[src/rtl/twi_slave.sv]
// twi_slave: two-wire bus responder exposing 8 x 8-bit registers.
// Define TWI_SLAVE_FILTER_EN to add a 3-sample glitch filter on SCL/SDA.
module twi_slave #(
  parameter logic [6:0] SLV_ADDR = 7'h50
) (
  input  logic       CLK_I,
  input  logic       RST_I,
  input  logic       TWI_SCL_I,
  input  logic       TWI_SDA_I,
  output logic       TWI_SDA_OEN,
  input  logic       LOC_WE_I,
  input  logic [2:0] LOC_ADR_I,
  input  logic [7:0] LOC_DAT_I,
  output logic [7:0] LOC_DAT_O,
  output logic       WR_EVT_O,
  output logic       BUSY_O
);
  typedef enum logic [3:0] {
    IDLE, ADDR, ADDR_ACK, PTR, PTR_ACK,
    WDATA, WDATA_ACK, RDATA, RD_MACK, IGNORE
  } state_t;

  logic [1:0] scl_sy, sda_sy;
  logic       scl_c, sda_c;
  logic       scl_h, sda_h;

  always_ff @(posedge CLK_I) begin
    if (RST_I) begin
      scl_sy <= 2'b11;
      sda_sy <= 2'b11;
    end else begin
      scl_sy <= {scl_sy[0], TWI_SCL_I};
      sda_sy <= {sda_sy[0], TWI_SDA_I};
    end
  end

`ifdef TWI_SLAVE_FILTER_EN
  logic [1:0] scl_q, sda_q;
  logic       scl_f, sda_f;

  // a line moves only once the last 3 samples agree
  always_ff @(posedge CLK_I) begin
    if (RST_I) begin
      scl_q <= 2'b11;
      sda_q <= 2'b11;
      scl_f <= 1'b1;
      sda_f <= 1'b1;
    end else begin
      scl_q <= {scl_q[0], scl_sy[1]};
      sda_q <= {sda_q[0], sda_sy[1]};
      if (scl_q == {2{scl_sy[1]}})
        scl_f <= scl_sy[1];
      if (sda_q == {2{sda_sy[1]}})
        sda_f <= sda_sy[1];
    end
  end

  assign scl_c = scl_f;
  assign sda_c = sda_f;
`else
  assign scl_c = scl_sy[1];
  assign sda_c = sda_sy[1];
`endif

  always_ff @(posedge CLK_I) begin
    if (RST_I) begin
      scl_h <= 1'b1;
      sda_h <= 1'b1;
    end else begin
      scl_h <= scl_c;
      sda_h <= sda_c;
    end
  end

  logic scl_rise, scl_fall, start, stop;
  assign scl_rise = scl_c & ~scl_h;
  assign scl_fall = ~scl_c & scl_h;
  assign start = scl_c & scl_h & sda_h & ~sda_c;
  assign stop  = scl_c & scl_h & ~sda_h & sda_c;

  state_t     st;
  logic [3:0] cnt;
  logic [6:0] sh;
  logic [7:0] rsh;
  logic [2:0] ptr;
  logic       rw, mack;
  logic [7:0] regs [8];
  logic [7:0] byte_in;
  logic       bit8;

  assign byte_in = {sh, sda_c};
  assign bit8 = scl_rise && (cnt == 4'd7);

  always_ff @(posedge CLK_I) begin
    if (RST_I) begin
      st <= IDLE;
      cnt <= '0;
      sh <= '0;
      rsh <= '0;
      ptr <= '0;
      rw <= 1'b0;
      mack <= 1'b0;
      TWI_SDA_OEN <= 1'b0;
      WR_EVT_O <= 1'b0;
      BUSY_O <= 1'b0;
      LOC_DAT_O <= '0;
      for (int i = 0; i < 8; i++)
        regs[i] <= '0;
    end else begin
      WR_EVT_O <= 1'b0;
      LOC_DAT_O <= regs[LOC_ADR_I];
      // bus writes below override this on a same-index collision
      if (LOC_WE_I)
        regs[LOC_ADR_I] <= LOC_DAT_I;
      if (scl_rise && (st == ADDR || st == PTR || st == WDATA)) begin
        sh <= byte_in[6:0];
        cnt <= cnt + 4'd1;
      end
      if (stop) begin
        st <= IDLE;
        TWI_SDA_OEN <= 1'b0;
        BUSY_O <= 1'b0;
      end else if (start) begin
        st <= ADDR;
        cnt <= '0;
        TWI_SDA_OEN <= 1'b0;
        BUSY_O <= 1'b0;
      end else begin
        unique case (st)
          ADDR: if (bit8) begin
            rw <= byte_in[0];
            if (byte_in[7:1] == SLV_ADDR && byte_in[7:1] != 7'd0) begin
              st <= ADDR_ACK;
              BUSY_O <= 1'b1;
            end else begin
              st <= IGNORE;
            end
          end
          PTR: if (bit8) begin
            ptr <= byte_in[2:0];
            st <= PTR_ACK;
          end
          WDATA: if (bit8) begin
            regs[ptr] <= byte_in;
            WR_EVT_O <= 1'b1;
            ptr <= ptr + 3'd1;
            st <= WDATA_ACK;
          end
          ADDR_ACK, PTR_ACK, WDATA_ACK: if (scl_fall) begin
            if (!TWI_SDA_OEN) begin
              TWI_SDA_OEN <= 1'b1;
            end else begin
              cnt <= '0;
              TWI_SDA_OEN <= 1'b0;
              if (st == ADDR_ACK && rw) begin
                st <= RDATA;
                rsh <= {regs[ptr][6:0], 1'b0};
                TWI_SDA_OEN <= ~regs[ptr][7];
              end else if (st == ADDR_ACK) begin
                st <= PTR;
              end else begin
                st <= WDATA;
              end
            end
          end
          RDATA: begin
            if (scl_rise)
              cnt <= cnt + 4'd1;
            if (scl_fall) begin
              if (cnt == 4'd8) begin
                TWI_SDA_OEN <= 1'b0;
                mack <= 1'b0;
                st <= RD_MACK;
              end else begin
                TWI_SDA_OEN <= ~rsh[7];
                rsh <= {rsh[6:0], 1'b0};
              end
            end
          end
          RD_MACK: begin
            if (scl_rise) begin
              if (!sda_c) begin
                mack <= 1'b1;
                ptr <= ptr + 3'd1;
              end else begin
                st <= IGNORE;
                BUSY_O <= 1'b0;
              end
            end
            if (scl_fall && mack) begin
              st <= RDATA;
              cnt <= '0;
              rsh <= {regs[ptr][6:0], 1'b0};
              TWI_SDA_OEN <= ~regs[ptr][7];
            end
          end
          IDLE, IGNORE: ;
          default: st <= IDLE;
        endcase
      end
    end
  end
endmodule

[config.mk]
export PLATFORM = sky130hd
export DESIGN_NAME = twi_slave
export DESIGN_NICKNAME = d
export VERILOG_FILES = /design/src/rtl/twi_slave.sv
export SDC_FILE = /design/constraint.sdc
export NUM_CORES = 1
export LEC_CHECK = 0
export CAP_MARGIN = 25
export CORE_ASPECT_RATIO = 0.7
export CORE_MARGIN = 4
export CORE_UTILIZATION = 30
export DETAILED_ROUTE_END_ITERATION = 6
export GPL_ROUTABILITY_DRIVEN = 0
export GPL_TIMING_DRIVEN = 0
export SLEW_MARGIN = 20
export SYNTH_ARGS = -nofsm -noshare
export SYNTH_HDL_FRONTEND = slang
export SYNTH_SLANG_ARGS = --single-unit
[constraint.sdc]
create_clock -name CLK_I -period 6.8 [get_ports CLK_I]
set_clock_uncertainty 0.2 [all_clocks]
set_input_delay 1.36 -clock CLK_I [delete_from_list [all_inputs] [get_ports CLK_I]]
set_output_delay 1.36 -clock CLK_I [all_outputs]
set_load 0.02 [all_outputs]
# --- After elaboration in Yosys (flattened, before gate mapping) ---
# Memories as Yosys holds them, arrays and structs flattened. A register that Yosys moved wholly into a read port is not among the register bits.
# Index checks and enable logic that the tools add are counted.
word_totals:
  mem_bits_rw: 64
  mem_count: 1
  regBits: 37
  wordCells: 170
  output_inout_bits: 11
op_classes:
  reduce_logical: 27
  bitwise: 16
  n_mux: 71
  eq_ne: 38
  addsub: 2
mem_list:
  columns: ["memory", "words", "word_bits", "rd", "rd_ports_with_merged_regs", "wr", "line", "text"]
  rows:
  - ["regs", 8, 8, 2, 2, 8, "87", "logic [7:0] regs [8];"]
op_table:
  columns: ["operator", "n"]
  rows:
  - ["2-to-1 mux 4 bit", 18]
  - ["2-to-1 mux 8 bit", 8]
  - ["2-to-1 mux 3 bit", 10]
  - ["2-to-1 mux 1 bit", 28]
  - ["!= test 2 bit, second input constant", 14]
  - ["one-hot mux 4 bit (7 select lines)", 1]
  - ["!= test 3 bit, second input constant", 9]
  - ["one-hot mux 8 bit (3 select lines)", 1]
  - ["equality test 4 x 3 -> 1 bit, second input constant", 5]
  - ["AND reduction 10 bit", 2]
  - ["OR reduction 8 bit", 2]
  - ["AND reduction 7 bit", 2]
  - ["equality test 4 bit, second input constant", 3]
  - ["one-hot mux 4 bit (3 select lines)", 1]
  - ["inverter 1 bit", 9]
  - ["one-hot mux 3 bit (3 select lines)", 1]
  - ["AND reduction 9 bit", 1]
  - ["equality test 4 x 2 -> 1 bit, second input constant", 2]
  - ["!= test 4 bit, second input constant", 2]
  - ["AND reduction 4 bit", 2]
  - ["bitwise AND 1 bit", 7]
  - ["equality test 7 bit, second input constant", 1]
  - ["nonzero test 7 bit", 1]
  - ["nonzero test 3 bit", 2]
  - ["other kinds (13)", 22]

# --- Depth between registers and ports, before layout ---
logic_depth:
  word_depth: 11
  depth_mapped: 8
  depth_no_buf: 7

# --- Worst setup path after synthesis ---
# No wires, ideal clock.
synth_timing:
  kind: "input to register"
  startpoint: "in LOC_ADR_I[2]"
  endpoint: "mem regs[1][0], enable pin"
  required_ps: 6272
  stages: 5
  path_buffers: 2
  arrival_time_ps: 2747
  setup_ps: 328
  setup_slack_ps: 3524
  path_cell_list: "buf_2 -> or3b_2 -> clkbuf_1 -> nor2_1 -> or3_1"
synth_rtl:
  columns: ["element", "line", "text"]
  rows:
  - ["start, declared", "12", "input logic [2:0] LOC_ADR_I,"]
  - ["end, declared", "87", null]

==> summary.md <==
| Metric | Value |
|---|---|
| Die Wd | 182.9 um |
| Slowest-stage cell, CP | nor3_1 |
| Ys async rst share | 0% |
| CP Max Fanout | 10 |
| Fmax achieved | 253.7 MHz |
| Min Tclk post-route | 3.942 ns |
| Area growth from synthesis to final layout | 12.85% |
| Post-Syn Nets | 690 |
| Reg clk slew, reported paths | 0.08 ns |
| TNS Setup | 0 ns |
| H-tree levels | 3 |
| First-pass GRT wire length | 30,470 um |
| Mean number of vias per cell | 5.514 |
| Outcome | complete, no violations |
| PostCTS Resize Cnt | 0 |
| Post-Syn Instances | 671 |
| Initial antenna violation count | 0 |
| Cell Rows | 44 |
| MaxCap Viol Count | 0 |
| Critical path class | in2reg |
| Flop pwr share | 52.5% |
| Post-synthesis cell area | 6427 um^2 |
| Fill cells | 2,139 |
| Clock power frac | 38.7% |
| GRT Util Overall | 17.21% |
| Grt total ovfl | 0 |
| Slowest stage delay, CP | 0.75 ns |
| Largest net degree at the start of global routing | 19 |
| Synth warn | 0 |
| DP Area | 6943 um^2 |
| Die area | 23,870 um^2 |
| Sw frac | 24.65% |
| Placed Cells incl. Taps | 964 |
| Library cells used by synthesis | 66 |
| Hpwl dp | 15,040 um |
| Final instance area | 7253 um^2 |
| Die height | 130.5 um |
| Combinational fraction of design power | 8.8% |
| Starting Density | 30.72% |
| Detail Route Antenna Nets | 0 |
| Worst EP arrival | 3.83 ns |
| Worst-Margin Slew | 0.9386 ns |
| Int Power | 1.083 mW |
| Top Metal Used | met4 |
| Pwr dens | 198.2 nW/um^2 |
| Met3 Routed Length | 2934 um |
| Non-Filler Instances | 980 |
| Synthesized area per cell | 9.579 um^2 |
| Slew margin rel. | 36.95% |
| Io pins | 27 |
| Drt wl/cell | 20.90 um |
| Share of layout cells above drive strength 1 | 16.19% |
| Post-synthesis sequential area ratio | 44.54% |
| Drt pass-1 iters | 5 |
| Routed wl met2 | 7872 um |
| Final slew viol count | 0 |
| Tightest Hold Check Type | reg2reg |
| Setup violations, final | 0 |
| Worst skew pair latency | 0.36 ns |
| Footprint of the multi-input gates | 3269 um^2 |
| Initial DRC count | 857 |
| Final hold violation count | 0 |
| DRC viols | 0 |
| Most frequent cells in the layout | nand2_1 (148), o21ai_0 (71), edfxtp_1 (64) |
| Cts bufs inserted | 9 |
| Period utilization | 57.97% |
| Core Area | 20,920 um^2 |
| CTS tree | built |
| CP Cell Sequence | clkdlybuf4s50_1 -> clkbuf_1 -> nand3b_1 -> nor3_1 -> nand2_1 -> o21ai_0 |
| I/O Buffers | 17 |
| Synthesized flop and latch total | 111 |
| Root buf cell | clkbuf_16 |
| Number of flops mapped to enable cells by yosys | 64 |
| Crit end category | register |
| Leak | 2.354 nW |
| Max IR drop VDD | 0.1678 mV |
| Post-CTS setup buffers | 0 |
| ANT cells | 0 |
| Nets@finish | 718 |
| TritonCTS Sinks | 111 |
| Sequential cell area | 2863 um^2 |
| Critical Path RT | 6.69 ns |
| Via count | 5,404 |
| Drt total wl | 20,480 um |
| Vias in the first global route | 4,815 |
| Top FF cell, synth | edfxtp_1 |
| RSZ-0062 raised after global routing | false |
| Sw power | 0.3543 mW |
| Wire length on met1 | 9480 um |
| Hold-fix buffers, CTS | 0 |
| Maximum clock path buffer count | 2 |
| CP startpoint kind | primary input |
| Commonest non-fill, non-tap cell in the layout | nand2_1 |
## sequential cells by signal, indices dropped and copies added, names as in the netlist, named ones only
name	cells
regs	64
LOC_DAT_O	8
rsh	7
sh	7
cnt	4
st	4
ptr	3
scl_sy	2
sda_sy	2
BUSY_O	1
TWI_SDA_OEN	1
WR_EVT_O	1
mack	1
rw	1
scl_h	1
sda_h	1
## cell families (layout without fill, tap and decap cells)
group / count (synthesis) / in the layout / synth area share (%)
AND/OR/NAND/NOR: 267 / 267 / 21.24
AO/OA/AOI/OAI: 168 / 168 / 15.51
flip-flops: 111 / 111 / 44.54
buffers and inverters: 63 / 96 / 4.594
multiplexers: 57 / 57 / 13.26
adder cells (fa/ha/maj): 3 / 3 / 0.5841
XOR/XNOR: 2 / 2 / 0.2726
## through the flow
step / utilization (%) / worst slack (ns) / hold slack, ns / power, mW
4_1_cts: 34.67 / 2.894 / 0.2113 / 1.443
5_1_grt: 34.67 / 2.704 / 0.2245 / 1.480
2_1_floorplan: - / 3.524 / 0.1895 / 0.8404
6_report: 34.67 / 2.858 / 0.2118 / 1.437
3_3_place_gp: 33.19 / 2.545 / 0.1903 / 0.8924
3_5_place_dp: 33.19 / 2.532 / 0.1960 / 0.8928
## cell type report
class	count	share of cell area (%)
Buffer	56	3.709
Clock buffer	11	3.795
Tap cell	276	4.761
Timing Repair Buffer	17	2.346
Clock inverter	5	0.4830
Sequential cell	111	39.47
Multi-Input combinational cell	497	45.08
Inverter	7	0.3623
## worst max-delay path, delay by kind of cell
kind	cells	cell delay [ns]
simple gates	3	1.18
compound gates	1	0.47
buf+inv	2	0.82
## path summary, 6_finish.rpt
kind | start | end | slack [ns] | cells after the start
worst min-delay path | sda_sy[0]$_SDFF_PP1_ | sda_sy[1]$_SDFF_PP1_ | 0.21 | 1
worst min register to register | sda_sy[0]$_SDFF_PP1_ | sda_sy[1]$_SDFF_PP1_ | 0.21 | 1
worst max-delay path | RST_I | regs[4][3]$_DFFE_PP_ | 2.86 | 6
worst max register to register | cnt[1]$_SDFF_PP0_ | regs[1][2]$_DFFE_PP_ | 4.14 | 5
## routing by layer
layer | up-vias | track usage (%)
li1 | 2516 | -
met1 | 2591 | 25.76
met3 | 14 | 7.692
met4 | 0 | 3.459
met5 | - | 0
met2 | 283 | 22.67
## power groups by stage
stage	Clock (mW)	Combinational, mW	Sequential, mW
3_3_place_gp	0	0.124	0.768
5_1_grt	0.588	0.134	0.758
2_1_floorplan	0	0.0774	0.763
3_5_place_dp	0	0.124	0.769
4_1_cts	0.566	0.125	0.753
6_report	0.556	0.126	0.755
## Yosys cell counts, drive strengths merged (2+ instances only)
cell type	n	area [um^2]
o22ai	14	87.58
nand3	12	60.06
clkbuf	19	71.32
mux4	20	450.4
a22oi	2	15.01
a21o	2	15.01
and4b	2	20.02
mux2	25	281.5
o32ai	2	17.52
nor3b	7	75.08
a311oi	6	52.55
or4	2	18.77
o21ai	77	392.9
nand2b	9	56.30
o211ai	2	15.01
or3	12	80.08
nor2	28	105.1
a211oi	3	22.52
mux2i	12	120.1
a31oi	4	25.02
nand4b	2	17.52
a21oi	33	165.2
nand2	148	555.5
o21bai	2	15.01
nor4b	2	17.52
o21a	5	37.54
edfxtp	64	1922
dfxtp	47	940.9
inv	7	26.28
ha	3	37.54
nor3	18	162.7
or3b	2	17.52
or4b	2	27.53
o31ai	6	45.04
buf	37	197.7
or2	7	43.79
nand3b	5	37.54
nor2b	3	18.77
Note: power is estimated with default switching activity, not from simulation.
